$ cat config.mk
export PLATFORM = sky130hd
export DESIGN_NAME = mux_sel_arbiter
export DESIGN_NICKNAME = d
export VERILOG_FILES = /design/src/rtl/mux_arb_pkg.sv /design/src/rtl/mux_sel_arbiter_rr_arb2.sv /design/src/rtl/mux_sel_arbiter.sv
export SDC_FILE = /design/constraint.sdc
export NUM_CORES = 1
export LEC_CHECK = 0
export CORE_AREA = 2 2 39 41
export CTS_BUF_LIST = sky130_fd_sc_hd__clkbuf_16
export CTS_CLUSTER_DIAMETER = 80
export CTS_CLUSTER_SIZE = 20
export DETAILED_ROUTE_END_ITERATION = 8
export DIE_AREA = 0 0 41 43
export PLACE_DENSITY = 0.4
export SYNTH_ARGS = -nofsm -noshare
export SYNTH_HDL_FRONTEND = slang
export SYNTH_SLANG_ARGS = --single-unit
export TNS_END_PERCENT = 100
$ cat constraint.sdc
create_clock -name clk -period 2.75 [get_ports clk]
set_clock_uncertainty 0.1 [all_clocks]
set_input_delay 0.275 -clock clk [delete_from_list [all_inputs] [get_ports clk]]
set_output_delay 0.275 -clock clk [all_outputs]
set_load 0.02 [all_outputs]
$ cat src/rtl/mux_arb_pkg.sv
// Shared types for the mux_sel_arbiter control stage: source encoding
// (matches the downstream 2:1 mux select) and output-register occupancy.
package mux_arb_pkg;

   typedef enum logic {
      SRC_A = 1'b0,
      SRC_B = 1'b1
   } src_t;

   typedef enum logic {
      EMPTY = 1'b0,
      FULL  = 1'b1
   } arb_st_t;

   function automatic src_t other_src(input src_t s);
      return (s == SRC_A) ? SRC_B : SRC_A;
   endfunction

endpackage

$ cat src/rtl/mux_sel_arbiter_rr_arb2.sv
// Two-requester grant logic (module rr_arb2), purely combinational.
// MUX_SEL_ARBITER_FIXED_PRIO_EN: when defined, A always wins contention.
module rr_arb2
   import mux_arb_pkg::*;
(
   input  logic [1:0] req,
   input  src_t       last_grant,
   input  logic       en,
   output logic       gnt_valid,
   output src_t       gnt
);

`ifndef MUX_SEL_ARBITER_FIXED_PRIO_EN
   src_t contend_winner;
   assign contend_winner = other_src(last_grant);
`endif

   always_comb begin
      gnt_valid = 1'b0;
      gnt       = SRC_A;
      if (en) begin
         case (req)
            2'b01: begin
               gnt_valid = 1'b1;
               gnt       = SRC_A;
            end
            2'b10: begin
               gnt_valid = 1'b1;
               gnt       = SRC_B;
            end
            2'b11: begin
               gnt_valid = 1'b1;
`ifdef MUX_SEL_ARBITER_FIXED_PRIO_EN
               gnt       = SRC_A;
`else
               gnt       = contend_winner;
`endif
            end
            default: begin
               gnt_valid = 1'b0;
               gnt       = SRC_A;
            end
         endcase
      end
   end

`ifdef MUX_SEL_ARBITER_FIXED_PRIO_EN
   // last_grant only matters for round-robin; keep it visibly consumed.
   logic unused_last;
   assign unused_last = last_grant;
`endif

endmodule

$ cat src/rtl/mux_sel_arbiter.sv
// Arbitrates sources A/B into a single-entry handshaked output register and
// drives the mux select. Build option: MUX_SEL_ARBITER_FIXED_PRIO_EN (in rr_arb2).
//
// state | meaning
// EMPTY | output register holds nothing; any granted source may load
// FULL  | output register valid; reload only in a cycle where y_ready drains it
module mux_sel_arbiter
   import mux_arb_pkg::*;
#(
   parameter int W = 1
) (
   input  logic         clk,
   input  logic         rst,
   input  logic         a_valid,
   input  logic [W-1:0] a_data,
   output logic         a_ready,
   input  logic         b_valid,
   input  logic [W-1:0] b_data,
   output logic         b_ready,
   output logic         y_valid,
   output logic [W-1:0] y_data,
   input  logic         y_ready,
   output logic         sel
);

   arb_st_t      st_q, st_d;
   logic [W-1:0] y_data_q, y_data_d;
   src_t         sel_q, sel_d;
   src_t         last_grant_q, last_grant_d;

   logic load_ok;
   logic gnt_valid;
   src_t gnt;

   // FULL implies y_valid, so draining reduces to y_ready in that state.
   assign load_ok = !rst && ((st_q == EMPTY) || y_ready);

   rr_arb2 u_arb (
      .req       ({b_valid, a_valid}),
      .last_grant(last_grant_q),
      .en        (load_ok),
      .gnt_valid (gnt_valid),
      .gnt       (gnt)
   );

   assign a_ready = gnt_valid && (gnt == SRC_A);
   assign b_ready = gnt_valid && (gnt == SRC_B);

   always_comb begin
      st_d         = st_q;
      y_data_d     = y_data_q;
      sel_d        = sel_q;
      last_grant_d = last_grant_q;

      case (st_q)
         EMPTY: begin
            if (gnt_valid) st_d = FULL;
         end
         FULL: begin
            if (y_ready) st_d = gnt_valid ? FULL : EMPTY;
         end
         default: st_d = EMPTY;
      endcase

      if (gnt_valid) begin
         y_data_d     = (gnt == SRC_B) ? b_data : a_data;
         sel_d        = gnt;
         last_grant_d = gnt;
      end
   end

   always_ff @(posedge clk) begin
      if (rst) begin
         st_q         <= EMPTY;
         y_data_q     <= '0;
         sel_q        <= SRC_A;
         last_grant_q <= SRC_B;
      end else begin
         st_q         <= st_d;
         y_data_q     <= y_data_d;
         sel_q        <= sel_d;
         last_grant_q <= last_grant_d;
      end
   end

   assign y_valid = (st_q == FULL);
   assign y_data  = y_data_q;
   assign sel     = sel_q;

endmodule

==> results of run 1 <==
area by class of cell:
| cell class | instances | area (sq um) | area share (%) |
|---|---|---|---|
| flip-flops and latches | 4 | 80.1 | 20.5 |
| repair buffers | 11 | 110 | 28.2 |
| well taps | 16 | 20.0 | 5.13 |
| clock buffers | 3 | 75.1 | 19.2 |
| multi-input cells | 15 | 101 | 26.0 |
| inverters | 1 | 3.75 | 0.962 |
registers in the layout (all words and copies together), names as in the netlist:
signal	flops
y_valid	1
y_data	1
last_grant_q	1
sel	1
kinds of logic after synthesis:
| group | Yosys count | share of synthesized area (%) |
|---|---|---|
| AO/OA/AOI/OAI | 8 | 33.1 |
| AND/OR/NAND/NOR | 7 | 21.6 |
| flip-flops | 4 | 43.2 |
| buffers and inverters | 1 | 2.03 |
power breakdown:
group | internal (mW) | switching [mW] | leakage (nW)
Combinational | 0.0238 | 0.0182 | 0.0810
Clock | 0.186 | 0.0428 | 0.0370
Sequential | 0.0633 | 0.00263 | 0.0333
Total | 0.273 | 0.0636 | 0.151
metrics by stage:
step	util, %	power [mW]	instance area (sq um)
final	28.2	0.337	390
after CTS	28.2	0.340	390
after detailed placement	22.8	0.109	315
after global placement	22.8	0.109	315
after global routing	28.2	0.350	390
after floorplan	-	0.0862	185
routing by layer:
metal | track usage [%] | part of all wire, % | wire length, um
met3 | 9.95 | 18 | 90
met1 | 9.00 | 49 | 242
met5 | 0 | 0 | 0
met2 | 8.44 | 31 | 152
met4 | 4.00 | 2.0 | 10
synth_stat cells:
| master | count |
|---|---|
| nand2b_1 | 1 |
| a31o_2 | 1 |
| inv_1 | 1 |
| o211ai_1 | 1 |
| or3_4 | 1 |
| a21bo_2 | 1 |
| a21boi_0 | 1 |
| nor2b_1 | 1 |
| a211o_1 | 1 |
| a31oi_1 | 1 |
| o31ai_1 | 1 |
| dfxtp_1 | 4 |
| nor3_1 | 1 |
| a21oi_1 | 1 |
| nor2_1 | 3 |
cells in the final DEF, fill, tap and decap left out, drive strengths merged, types with 3 or more instances in the layout:
cell	count
clkbuf	3
nor2	3
dfxtp	4
clkdlybuf4s50	11
final timing paths:
| path | from | endpoint | slack, ns | cells after the start |
|---|---|---|---|---|
| worst min-delay path | sel | sel | 0.38 | 1 |
| worst min register to register | sel | sel | 0.38 | 1 |
| worst max-delay path | b_valid | b_ready | 0.41 | 4 |
| worst max register to register | y_valid | last_grant_q | 1.43 | 3 |
worst max-delay path, cell delays in order:
cell and delay, ns:
clkdlybuf4s50_1 0.49, a21bo_2 0.24, nor3_1 0.28, clkdlybuf4s50_1 0.68
==> flow_summary.toml, run 1 <==
[placement]
post-place-cells = 47
port_buffers = 11
gp_congestion = 0.786
dp_hpwl_um = 364
dp_worst_setup_slack_ns = 0.413

[sta]
timing.hold.ws_ns = 0.382
drv_slew = 0
rsz0062_at_grt = "no"
worst_slack_ns = 0.415
fin_setup_tns_ns = 0
fmax_mhz = 428
hold_violations = 0
max_slew_margin_pct = 77.2
finalCriticalPeriod_ns = 2.34
worst_pin_slew_ns = 0.339
finalCritPeriodShare_pct = 84.9
setup_violations = 0

[pwr]
power_density_nw_per_um2 = 862
p_leak_nw = 0.151
ir_worst_vdd_mv = 0.319

[cts]
cts_max_level = 1
ctsResizeCount = 0
clkLatencyLatePin_ns = 0.23
postCtsSetupRepairBufs = 0
root_buffer = "clkbuf_16"
hold_buffers = 0
cts_buffers = 3
cts_tree = "yes"
clkSinkCount = 4
worst_setup_hold_path_clk_slew_ns = 0.03
clockBufferDepth = 2

[worst_setup_path]
critPathCaptureType = "primary output"
crit_type = "in2out"
cp_max_fo = 3
crit_arrival_ns = 1.96
cp_data_required_time_ns = 2.38
crit_path_start_kind = "input port"

[global_routing]
grt_antenna_before_repair = 0
grt_usage_pct = 8.03
grt_pass1_wl_um = 855
grt_pass1_vias = 215
gr-total-overflow = 0
grt_start_max_net_pins = 6

[cells_and_area]
area_growth_syn_to_layout_pct = 111
layout.cells.non_filler = 50
antenna_cells = 0
fill_cells = 150
drive_gt1_share_pct = 17.6
nets = 43

[synth]
synth_top_area_share_pct = 43.2
synth_area_leaders = "dfxtp_1 43%, nor2_1 6.1%, or3_4 6.1%"
syn_inst = 20
synth-seq-area-share_pct = 43.2
ys.warnings.count = 0
yosysTopAreaCell = "dfxtp_1"
synth_seq_cells = 4
yosys.cell_types.count = 15
syn_nets = 27
syn_area_sq_um = 185
avgSynthCellArea_sq_um = 9.26

[die]
die_w_um = 41
ios = 12
die_area_sq_um = 1760
core-area_sq_um = 1380
start_util_pct = 13.4
die_h_um = 43
row_count = 14

[routing]
num_vias = 211
drt-total-wl_um = 496
drt_iter0_drc = 6
vias_per_cell = 4.22
route.detailed.drc = 0
routedWlPerCell_um = 9.92
dr.pass1.iters = 2
ant_nets = 0

[hold_path]
hold_class = "reg2reg"

[run]
cap_violations = 0

[outcome]
outcome = "completed"
Power figures use the tool's default switching activity.
==> run 2, diff against run 1 <==
- clock period: 2.75 -> 2.4 ns (I/O delays scaled with it)
==> flow_summary.toml, run 2 (same netlist as run 1, synthesis figures left out) <==
[die]
die_area_sq_um = 1760
die_h_um = 43
row_count = 14
ios = 12
start_util_pct = 13.4
core-area_sq_um = 1380
die_w_um = 41

[worst_setup_path]
crit_arrival_ns = 1.93
cp_max_fo = 4
crit_path_start_kind = "input port"
critPathCaptureType = "primary output"
cp_data_required_time_ns = 2.06
crit_type = "in2out"

[placement]
dp_hpwl_um = 400
gp_congestion = 0.763
place_area_sq_um = 323
port_buffers = 11

[cells_and_area]
layout_common_cells = "11 x clkdlybuf4s50_1, 4 x dfxtp_1, 3 x nor2_1, 3 x clkbuf_16"
drive_gt1_share_pct = 20.0
fin_area_sq_um = 398
final_core_util_pct = 28.8
nets = 44
area_growth_syn_to_layout_pct = 115
layout_commonest_cell = "clkdlybuf4s50_1"
antenna_cells = 0

[sta]
fmax_mhz = 440
fin_setup_tns_ns = 0
finalCriticalPeriod_ns = 2.27
rsz0062_at_grt = "no"
worst_pin_slew_ns = 0.262
timing.hold.ws_ns = 0.389
hold_violations = 0
drv_slew = 0
max_slew_margin_pct = 82.3
setup_violations = 0
finalCritPeriodShare_pct = 94.7

[cts]
cts_buffers = 3
clockBufferDepth = 2
postCtsSetupRepairBufs = 0
cts_tree = "yes"
clkLatencyLatePin_ns = 0.23
hold_buffers = 0
worst_setup_hold_path_clk_slew_ns = 0.03
root_buffer = "clkbuf_16"
cts_max_level = 1
clkSinkCount = 4
ctsResizeCount = 0

[pwr]
p_comb_share_pct = 12.8
clkPwrFrac_pct = 67.7
p_leak_nw = 0.157
p_switching_mw = 0.0737
ir_worst_vdd_mv = 0.297
switching_share_pct = 19.0
cell_internal_pwr_mw = 0.314
seq_power_share_pct = 19.6
p_total_mw = 0.388
power_density_nw_per_um2 = 974

[global_routing]
gr-total-overflow = 0
grt_pass1_vias = 196
grt_usage_pct = 8.02
grt_antenna_before_repair = 0
grt_start_max_net_pins = 6
grt_pass1_wl_um = 855

[run]
cap_violations = 0

[routing]
route.detailed.drc = 0
ant_nets = 0
routedWlPerCell_um = 10.8
dr.pass1.iters = 4
vias_per_cell = 4.24
drt_iter0_drc = 8
drt-total-wl_um = 552
num_vias = 216

[outcome]
outcome = "completed"

[hold_path]
hold_class = "reg2reg"
==> run 2: cell types whose count changed in the layout (fill, tap and decap cells not counted), sizes merged <==
cell | before | now
buf | 0 | 1
==> run 2: path summary, 6_finish.rpt <==
kind	from	to	slack, ns	cells after the start
setup / recovery	b_valid	a_ready	0.13	5
hold / removal	last_grant_q	last_grant_q	0.39	1
setup reg to reg	y_valid	last_grant_q	1.07	3
hold reg to reg	last_grant_q	last_grant_q	0.39	1
==> run 2: cell type report <==
type | instances | area [sq um]
clock buffer | 3 | 75.1
fill | 148 | 986
inverter | 1 | 3.75
multi-input combinational | 15 | 101
sequential | 4 | 80.1
tap | 16 | 20.0
timing repair buffer | 12 | 118
==> run 2: per-layer routing <==
layer	up-vias	GRT usage [%]	share of wire, %
met5	-	0	0
met4	0	6.00	0
met3	0	7.85	13
met2	12	8.44	38
met1	99	9.27	48
li1	105	-	-
==> run 2: metrics by stage <==
stage,cells,worst slack (ns)
after global placement,48,0.142
after global routing,51,0.0211
final,51,0.127
after floorplan,20,0.878
after CTS,51,0.122
after detailed placement,48,0.124
==> run 2: power groups by stage <==
stage / clock network [mW] / logic [mW] / registers, mW
global placement: 0 / 0.0501 / 0.0765
global route: 0.270 / 0.0540 / 0.0763
CTS: 0.267 / 0.0499 / 0.0759
detailed placement: 0 / 0.0495 / 0.0766
finish: 0.262 / 0.0495 / 0.0759
floorplan: 0 / 0.0175 / 0.0812
==> run 2: critical path, cell delays in order <==
cell	delay, ns
clkdlybuf4s50_1	0.50
nor2_1	0.09
or3_4	0.39
nor2_1	0.11
clkdlybuf4s50_1	0.60
